--- src/rtl/ld_scalar_mult.sv ---
// Left-to-right double-and-add controller computing kP by driving an external
// Lopez-Dahab point ALU; one ALU op per busy cycle, result taken at the next edge.
module ld_scalar_mult #(
  parameter int          KW        = 4,
  parameter logic [11:0] INF_POINT = 12'h006
) (
  input  logic          clk,
  input  logic          rst,
  input  logic          start,
  input  logic [KW-1:0] k,
  input  logic [11:0]   p,
  output logic          busy,
  output logic          done,
  output logic [11:0]   result,
  output logic          alu_op,
  output logic [11:0]   alu_a,
  output logic [11:0]   alu_b,
  input  logic [11:0]   alu_r
);

  localparam int IW = (KW > 1) ? $clog2(KW) : 1;

  typedef enum logic [1:0] {
    S_IDLE = 2'd0,
    S_DBL  = 2'd1,
    S_ADD  = 2'd2,
    S_DONE = 2'd3
  } state_t;

  state_t          r_state;
  logic [KW-1:0]   r_k;
  logic [11:0]     r_p;
  logic [11:0]     r_q;
  logic [IW-1:0]   r_idx;
  logic [11:0]     r_result;

  always_ff @(posedge clk) begin
    if (rst) begin
      r_state  <= S_IDLE;
      r_k      <= '0;
      r_p      <= '0;
      r_q      <= INF_POINT;
      r_idx    <= '0;
      r_result <= '0;
    end else begin
      case (r_state)
        S_IDLE: begin
          if (start) begin
            r_k     <= k;
            r_p     <= p;
            r_q     <= INF_POINT;
            r_idx   <= IW'(KW - 1);
            r_state <= S_DBL;
          end
        end
        S_DBL: begin
          r_q <= alu_r;
          // A set bit keeps idx for the following ADD, which then steps it.
          if (r_k[r_idx]) begin
            r_state <= S_ADD;
          end else if (r_idx == '0) begin
            r_state <= S_DONE;
          end else begin
            r_idx <= r_idx - 1'b1;
          end
        end
        S_ADD: begin
          r_q <= alu_r;
          if (r_idx == '0) begin
            r_state <= S_DONE;
          end else begin
            r_idx   <= r_idx - 1'b1;
            r_state <= S_DBL;
          end
        end
        S_DONE: begin
          r_result <= r_q;
          r_state  <= S_IDLE;
        end
        default: r_state <= S_IDLE;
      endcase
    end
  end

  // ALU operands are decoded from registered state; alu_r closes the loop in the same cycle.
  always_comb begin
    alu_op = 1'b0;
    alu_a  = '0;
    alu_b  = '0;
    busy   = 1'b0;
    done   = 1'b0;
    result = r_result;
    case (r_state)
      S_DBL: begin
        alu_op = 1'b1;
        alu_a  = r_q;
        busy   = 1'b1;
      end
      S_ADD: begin
        alu_a = r_p;
        alu_b = r_q;
        busy  = 1'b1;
      end
      S_DONE: begin
        done   = 1'b1;
        result = r_q;
      end
      default: ;
    endcase
  end

endmodule

--- config.mk ---
export PLATFORM = sky130hd
export DESIGN_NAME = ld_scalar_mult
export DESIGN_NICKNAME = d
export VERILOG_FILES = /design/src/rtl/ld_scalar_mult.sv
export SDC_FILE = /design/constraint.sdc
export NUM_CORES = 1
export LEC_CHECK = 0
export BUFFER_PORTS_ARGS = -buffer_cell sky130_fd_sc_hd__buf_2
export CAP_MARGIN = 20
export CORE_ASPECT_RATIO = 0.5
export CORE_MARGIN = 4
export CORE_UTILIZATION = 53
export CTS_BUF_LIST = sky130_fd_sc_hd__clkbuf_16
export DETAILED_ROUTE_END_ITERATION = 12
export PLACE_DENSITY_LB_ADDON = 0.25
export SETUP_SLACK_MARGIN = 0.05
export SYNTH_ARGS = -nofsm -noshare
export SYNTH_HDL_FRONTEND = slang
export SYNTH_SLANG_ARGS = --single-unit
export TNS_END_PERCENT = 10
--- constraint.sdc ---
create_clock -name clk -period 5.6 [get_ports clk]
set_clock_uncertainty 0.15 [all_clocks]
set_input_delay 1.12 -clock clk [delete_from_list [all_inputs] [get_ports clk]]
set_output_delay 1.12 -clock clk [all_outputs]
set_load 0.1 [all_outputs]
==> impl_metrics.toml, run 1 <==
[pwr]
p_seq_frac = 0.316
p_comb_frac = 0.471
power.net_switching_w = 0.0006232
clockPowerShare = 0.213
power_density_nw_per_um2 = 522.8
total_power_w = 0.001331
power.leakage_nw = 1.151
p_sw_frac = 0.4682
intPower_w = 0.0007080
peakVddDrop_mv = 0.4376

[sta]
final-hold-violation-count = 0
max_slew_margin = 0.4581
tightest_slew_ns = 0.8128
slew_viol_final = 0
fin_hold_ws_ns = 0.3040
max_freq_ghz = 0.2957
period_share = 0.6038
fin_crit_ns = 3.381
setup_tns_ns = 0
rsz0062_at_grt = "no"
setup_violations = 0

[setup_path]
path_buf_inv = 2
path_class = "reg2out"
worstSetupEndpointType = "primary output"
crit_arrival_ns = 2.11
cp.required_ns = 4.33
worstPathMaxFanout = 19
start_kind = "flop"
slowest_delay_ns = 0.63
cp_slowest_cell = "ha_1"
crit_chain = "inv_1 > ha_1 > nor2b_1 > buf_2"
crit_family = "adder cells"

[yosys]
syn_area_um2 = 2062
synthesis.nets = 272
yosys_register_bits = 44
ys_seq_area_frac = 0.4272
synth_top_area_cell = "dfxtp_1"
synth_top_area_frac = 0.4272
syn_avg_cell_area_um2 = 8.812
netlist_top_cells_area = "dfxtp_1 43%, a22oi_1 8.0%, nor2b_1 7.6%, mux2_2 7.1%, nand2_1 6.6%"
syn_inst = 234
yosys_warnings = 0
synth_cell_types = 29

[placed_design]
post-dp-hpwl_mm = 3.534
globalplace.congestion = 0.7541
port_buffers = 69
place_area_um2 = 2402

[floorplanning]
die_area_um2 = 5013
io_pins = 70
core_area_um2 = 3585
start_util = 0.5752
die-height_um = 52.11
die_w_um = 96.21
std_cell_rows = 15

[clock_tree]
clkTransAtPathRegs_ns = 0.06
cts-root-buf = "clkbuf_16"
clk_latency_ns = 0.29
cts_tree = "done"
clkSinkCount = 44
cts_max_level = 2
cts_hold_buf = 0
cts_resized = 0
cts_setup_buffers = 0
cts_made_buffers = 5
clk_path_buf_depth = 2

[status]
outcome = "completed"

[finish]
drive_gt1_frac = 0.3322
layout.nets = 332
nFillCells = 294
final_common_cell = "buf_2"
layout_common_cells = "69 x buf_2, 44 x dfxtp_1, 36 x nand2_1"
finish.instance_area_um2 = 2546
syn2layout_area_growth_pct = 23.48
diodes = 0

[global_route]
grt_max_degree = 45
antenna_found_initial = 0
grt_util_all_layers = 0.1998
grt_pass1_wl_mm = 7.728
grt.overflow.total = 0
grt_pass1_vias = 1772

[routing]
drtIter0Drc = 48
wl_per_cell_um = 14.16
drtPass1Iterations = 4
final_antenna_net_count = 0
drt_wl_total_mm = 4.899
via_per_inst = 5.269
drc_errors = 0
vias = 1823

[hold_path]
hold_class = "reg2reg"

[run]
cap_violations = 0
sequential cells by signal, summed over array words and instances (netlist names):
name,flops
r_result,12
r_state,2
r_q,12
r_p,12
r_k,4
r_idx,2
routing by layer:
metal | track usage | part of all wire | up-vias
met1 | 0.2436 | 0.46 | 860
met3 | 0.05780 | 0.063 | 7
li1 | - | - | 909
met5 | 0 | 0 | -
met4 | 0.07547 | 0.012 | 0
met2 | 0.3349 | 0.47 | 47
path summary, 6_finish.rpt:
kind / startpoint / endpoint / slack, ns / depth (start not counted)
setup reg to reg: r_state[0] / r_q[0] / 3.32 / 5
hold / removal: r_p[10] / r_p[10] / 0.30 / 2
hold reg to reg: r_p[10] / r_p[10] / 0.30 / 2
setup / recovery: r_state[0] / alu_a[9] / 2.22 / 4
through the flow:
step	utilization	worst slack [ns]	std cells
finish	0.7103	2.219	346
global route	0.7103	2.023	346
CTS	0.7103	2.209	346
detailed placement	0.6702	2.527	338
global placement	0.6702	2.602	338
floorplan	-	1.097	234
cell usage after synthesis, drive strengths merged:
cell type,number
dfxtp,44
nand2,36
nor2b,25
a21oi,22
a22oi,22
and2,15
mux2,13
nor2,12
clkbuf,10
ha,7
buf,6
inv,5
o21ai,4
a211oi,3
nand2b,3
o22ai,2
and3,1
mux4,1
or2,1
or2b,1
or3,1
worst reg2reg max path, stage by stage (launching register included):
cell and delay, ns:
dfxtp_1 0.41, inv_1 0.14, ha_1 0.53, o21ai_1 0.67, a22oi_1 0.20, nor2_1 0.12
cell families (layout without fill, tap and decap cells):
group	count (synthesis)	in the layout	synth area share
compound gates	53	53	0.1687
fa+ha+maj	7	7	0.04247
buf+inv	21	82	0.04248
flops	44	44	0.4272
mux	14	14	0.08192
simple gates	95	95	0.2373
final cells by class:
class,instances,area [µm²],area share
inverters,5,18.77,0.007371
flip-flops and latches,44,880.8,0.3459
well taps,51,63.81,0.02506
clock inverters,3,18.77,0.007371
multi-input cells,169,1094,0.4295
repair buffers,69,345.3,0.1356
clock buffers,5,125.1,0.04914
power groups by stage:
stage | sequential, W | combinational (W) | clock [W]
2_1_floorplan | 0.000412 | 0.000536 | 0
4_1_cts | 0.000420 | 0.000629 | 0.000289
3_3_place_gp | 0.000425 | 0.000609 | 0
5_1_grt | 0.000430 | 0.000674 | 0.000306
3_5_place_dp | 0.000427 | 0.000625 | 0
6_report | 0.000421 | 0.000627 | 0.000283
(Power assumes the default switching activity.)
==> inputs of run 2 (changes only) <==
CORE_UTILIZATION = 50   (was 53)
clock period = 3.5 ns   (was 5.6 ns; I/O delays follow)
==> run 2 against run 1 <==
Net effect:
- non-clock buffer count unchanged
- setup slack worse by 1.7 ns
- routed wire length increased by 0.51%
- global-route usage decreased by 1.1 points
- critical endpoint is now alu_a[10]
- largest cell class unchanged
==> impl_metrics.toml, run 2 (synthesis gave the netlist of run 1 again) <==
[status]
outcome = "completed"

[placed_design]
dp_slack_ns = 0.8113
port_buffers = 69
globalplace.congestion = 0.8374
dp.cells = 341
place_area_um2 = 2434
post-dp-hpwl_mm = 3.574

[routing]
drtPass1Iterations = 4
wl_per_cell_um = 14.11
via_per_inst = 5.327
vias = 1859
drtIter0Drc = 62
drt_wl_total_mm = 4.924
final_antenna_net_count = 0
drc_errors = 0

[clock_tree]
clk_latency_ns = 0.28
cts-root-buf = "clkbuf_16"
cts_made_buffers = 5
cts_hold_buf = 0
cts_setup_buffers = 0
clk_path_buf_depth = 2
cts_tree = "done"
clkTransAtPathRegs_ns = 0.06
cts_max_level = 2
clkSinkCount = 44
cts_resized = 0

[sta]
period_share = 0.8554
max_slew_margin = 0.4603
slew_viol_final = 0
setup_violations = 0
rsz0062_at_grt = "no"
max_freq_ghz = 0.3340
tightest_slew_ns = 0.8095
fin_crit_ns = 2.994
setup_ws_ns = 0.5061
final-hold-violation-count = 0
setup_tns_ns = 0

[pwr]
power.leakage_nw = 1.168
total_power_w = 0.002219
peakVddDrop_mv = 0.2980
power_density_nw_per_um2 = 854.2

[floorplanning]
io_pins = 70
core_area_um2 = 3944
die_w_um = 98.82
die_area_um2 = 5278
std_cell_rows = 16
start_util = 0.5228
die-height_um = 53.41

[global_route]
grt.overflow.total = 0
grt_pass1_vias = 1764
grt_max_degree = 45
grt_pass1_wl_mm = 7.755
grt_util_all_layers = 0.1886
antenna_found_initial = 0

[run]
cap_violations = 0

[finish]
final_common_cell = "buf_2"
diodes = 0
final_cells = 349
syn2layout_area_growth_pct = 25.97
drive_gt1_frac = 0.3661
layout_top_registers = "r_p x12, r_q x12, r_result x12"
layout_common_cells = "69 x buf_2, 44 x dfxtp_1, 36 x nand2_1"
layout.nets = 332
nFillCells = 333
finish.instance_area_um2 = 2597

[setup_path]
worstPathMaxFanout = 19
cp_slowest_cell = "ha_1"
crit_arrival_ns = 2.14
cp.required_ns = 2.65
crit_chain = "inv_1 > ha_1 > nor2b_2 > buf_2"
worstSetupEndpointType = "primary output"
slowest_delay_ns = 0.65
path_class = "reg2out"
start_kind = "flop"

[hold_path]
hold_class = "reg2reg"
run 2: per-layer routing:
metal	global-route usage	part of all wire	vias up
met5	0	0	-
met4	0.04762	0.0071	0
met3	0.07368	0.057	5
met2	0.3333	0.49	47
met1	0.2173	0.44	891
li1	-	-	916
run 2: final cells by class:
class	instances	area, µm²	area share
Timing Repair Buffer	69	345.3	0.1329
Inverter	5	18.77	0.007225
Sequential cell	44	880.8	0.3391
Tap cell	54	67.56	0.02601
Multi-Input combinational cell	169	1121	0.4316
Clock inverter	3	38.79	0.01493
Clock buffer	5	125.1	0.04817
run 2: stage by stage:
step	util	hold WS, ns
2_1_floorplan	-	0.2832
3_3_place_gp	0.6171	0.2923
3_5_place_dp	0.6171	0.2967
4_1_cts	0.6586	0.3047
5_1_grt	0.6586	0.3248
6_report	0.6586	0.3047
run 2: worst paths after layout:
kind	start	depth (start not counted)	endpoint	slack, ns
worst max-delay path	r_state[0]	4	alu_a[10]	0.51
worst min-delay path	r_k[2]	2	r_k[2]	0.30
worst max register to register	r_state[0]	5	r_q[4]	1.18
worst min register to register	r_k[2]	2	r_k[2]	0.30
run 2: report_power, final:
| part | total [W] | internal (W) | switching [W] | leakage (nW) |
|---|---|---|---|---|
| clock | 0.000520 | 0.000333 | 0.000188 | 0.0850 |
| sequential | 0.000678 | 0.000594 | 0.0000836 | 0.359 |
| combinational | 0.00102 | 0.000288 | 0.000733 | 0.724 |
| total | 0.00222 | 0.00121 | 0.00100 | 1.17 |
run 2: critical path, delay by kind of cell, from the launching register on:
family	cells	cell delay, ns
DFF	1	0.41
and+or+nand+nor	1	0.24
adders and majority gates	1	0.65
buffers and inverters	2	0.56
==> inputs of run 3 (changes only) <==
--- a/config.mk
+++ b/config.mk
@@ -15,4 +15,5 @@
 export PLACE_DENSITY_LB_ADDON = 0.25
 export SETUP_SLACK_MARGIN = 0.05
+export SKIP_LAST_GASP = 1
 export SYNTH_ARGS = -nofsm -noshare
 export SYNTH_HDL_FRONTEND = slang
==> constraint.sdc (replaced) <==
create_clock -name clk -period 2.8 [get_ports clk]
set_clock_uncertainty 0.15 [all_clocks]
set_input_delay 0.42 -clock clk [delete_from_list [all_inputs] [get_ports clk]]
set_output_delay 0.42 -clock clk [all_outputs]
set_load 0.1 [all_outputs]
==> run 3 against run 2 <==
Net effect:
- global-route usage hardly changed
- die area stayed put
- non-clock buffer count stayed put
- setup slack worse by 0.36 ns
- routed wire length is 1.6% higher
- critical path type unchanged
- design area is 3.0% higher
- largest cell class unchanged
- sequential cell count stayed put
==> impl_metrics.toml, run 3 (synthesis gave the netlist of run 1 again) <==
[status]
outcome = "completed"

[setup_path]
startpoint = "r_state[1]"
crit_family = "adder cells"
path_class = "reg2out"
worstSetupEndpointType = "primary output"
regToRegSetupSlack_ns = 0.71
rr_endpoint = "r_q[11]"
path_buf_inv = 1
cp_slowest_cell = "ha_1"
reg2reg_from = "r_state[0]"
worst-path-stages = 3
cp-endpoint = "result[9]"
start_kind = "flop"
worstPathMaxFanout = 14
cp.required_ns = 2.23
crit_chain = "ha_1 > mux2_2 > buf_2"
slowest_delay_ns = 0.64
crit_arrival_ns = 2.09
rr_worst_depth = 5

[pwr]
total_power_w = 0.002875
power_density_nw_per_um2 = 1074
power.leakage_nw = 1.187
peakVddDrop_mv = 0.4394

[global_route]
antenna_found_initial = 0
grt_pass1_wl_mm = 7.817
grt.overflow.total = 0
grt_pass1_vias = 1773
grt_max_degree = 45
grt_util_all_layers = 0.1888

[floorplanning]
start_util = 0.5228
die_area_um2 = 5278
std_cell_rows = 16
core_area_um2 = 3944
die-height_um = 53.41
die_w_um = 98.82
io_pins = 70

[clock_tree]
clk_latency_ns = 0.28
clkSinkCount = 44
cts_setup_buffers = 0
cts_made_buffers = 5
cts_tree = "done"
cts_hold_buf = 0
clk_path_buf_depth = 2
clkTransAtPathRegs_ns = 0.06
cts_max_level = 2
cts-root-buf = "clkbuf_16"

[run]
cap_violations = 0

[placed_design]
port_buffers = 69
post-dp-hpwl_mm = 3.580
globalplace.congestion = 0.8198
dp_slack_ns = 0.3772
place_area_um2 = 2509

[finish]
layout_top_registers = "r_p x12, r_q x12, r_result x12"
multiInputGateArea_um2 = 1201
final_common_cell = "buf_2"
layout.nets = 332
nFillCells = 342
finish.instance_area_um2 = 2676
drive_gt1_frac = 0.3763
layout_common_cells = "69 x buf_2, 44 x dfxtp_1, 36 x nand2_1"
syn2layout_area_growth_pct = 29.79
diodes = 0
ff_latch_area_um2 = 880.8

[sta]
slew_viol_final = 0
max_freq_ghz = 0.3764
period_share = 0.9489
fin_crit_ns = 2.657
fin_hold_ws_ns = 0.2172
max_slew_margin = 0.4738
rsz0062_at_grt = "no"
setup_tns_ns = 0
setup_violations = 0
final-hold-violation-count = 0
setup_ws_ns = 0.1432
tightest_slew_ns = 0.7894

[routing]
final_antenna_net_count = 0
drc_errors = 0
drtPass1Iterations = 4
drt_wl_total_mm = 5.001
drtIter0Drc = 39
wl_per_cell_um = 14.33
vias = 1822
via_per_inst = 5.221

[hold_path]
hold_class = "in2reg"
[run 3: layout make-up]
class                      instances  area share
clock buffer                       5     0.04675
clock inverter                     3     0.01403
inverter                           5    0.007013
multi-input combinational        169      0.4488
sequential                        44      0.3291
tap                               54     0.02525
timing repair buffer              69      0.1290
[run 3: power by group]
group	internal, W	switching [W]	total [W]
Clock	0.000415	0.000231	0.000645
Sequential	0.000742	0.000105	0.000848
Combinational	0.000442	0.000940	0.00138
Total	0.00160	0.00128	0.00288
[run 3: worst min path at each step]
| stage | start | end | slack (ns) | cells past startpoint |
|---|---|---|---|---|
| 2_1_floorplan | r_k[3] | r_k[3] | 0.28 | 2 |
| 3_3_place_gp | r_k[3] | r_k[3] | 0.29 | 2 |
| 3_5_place_dp | r_p[6] | r_p[6] | 0.30 | 2 |
| 4_1_cts | alu_r[1] | r_q[1] | 0.22 | 3 |
| 5_1_grt | k[0] | r_k[0] | 0.23 | 3 |
| 6_report | alu_r[1] | r_q[1] | 0.22 | 3 |
[run 3: worst register-to-register path: stages, from the launching register on]
cell and delay, ns:
dfxtp_1 0.41, inv_1 0.17, ha_4 0.35, o21ai_1 0.62
a22oi_1 0.20, nor2_1 0.12
[run 3: layer usage]
metal  vias to the layer above  GRT usage  wire, µm
li1                        911          -         -
met3                         5    0.04605       245
met4                         0    0.04308        31
met1                       864     0.2289      2235
met5                         -          0         0
met2                        42     0.3433      2488
[run 3: stage by stage]
step	cells	util
2_1_floorplan	234	-
3_3_place_gp	341	0.6361
3_5_place_dp	341	0.6361
4_1_cts	349	0.6773
5_1_grt	349	0.6786
6_report	349	0.6786
[run 3: repair_timing]
item                       in CTS  in global routing
hold endpoints to repair        0                  0
setup endpoints to repair       0                 12
gates resized for setup         0                  2
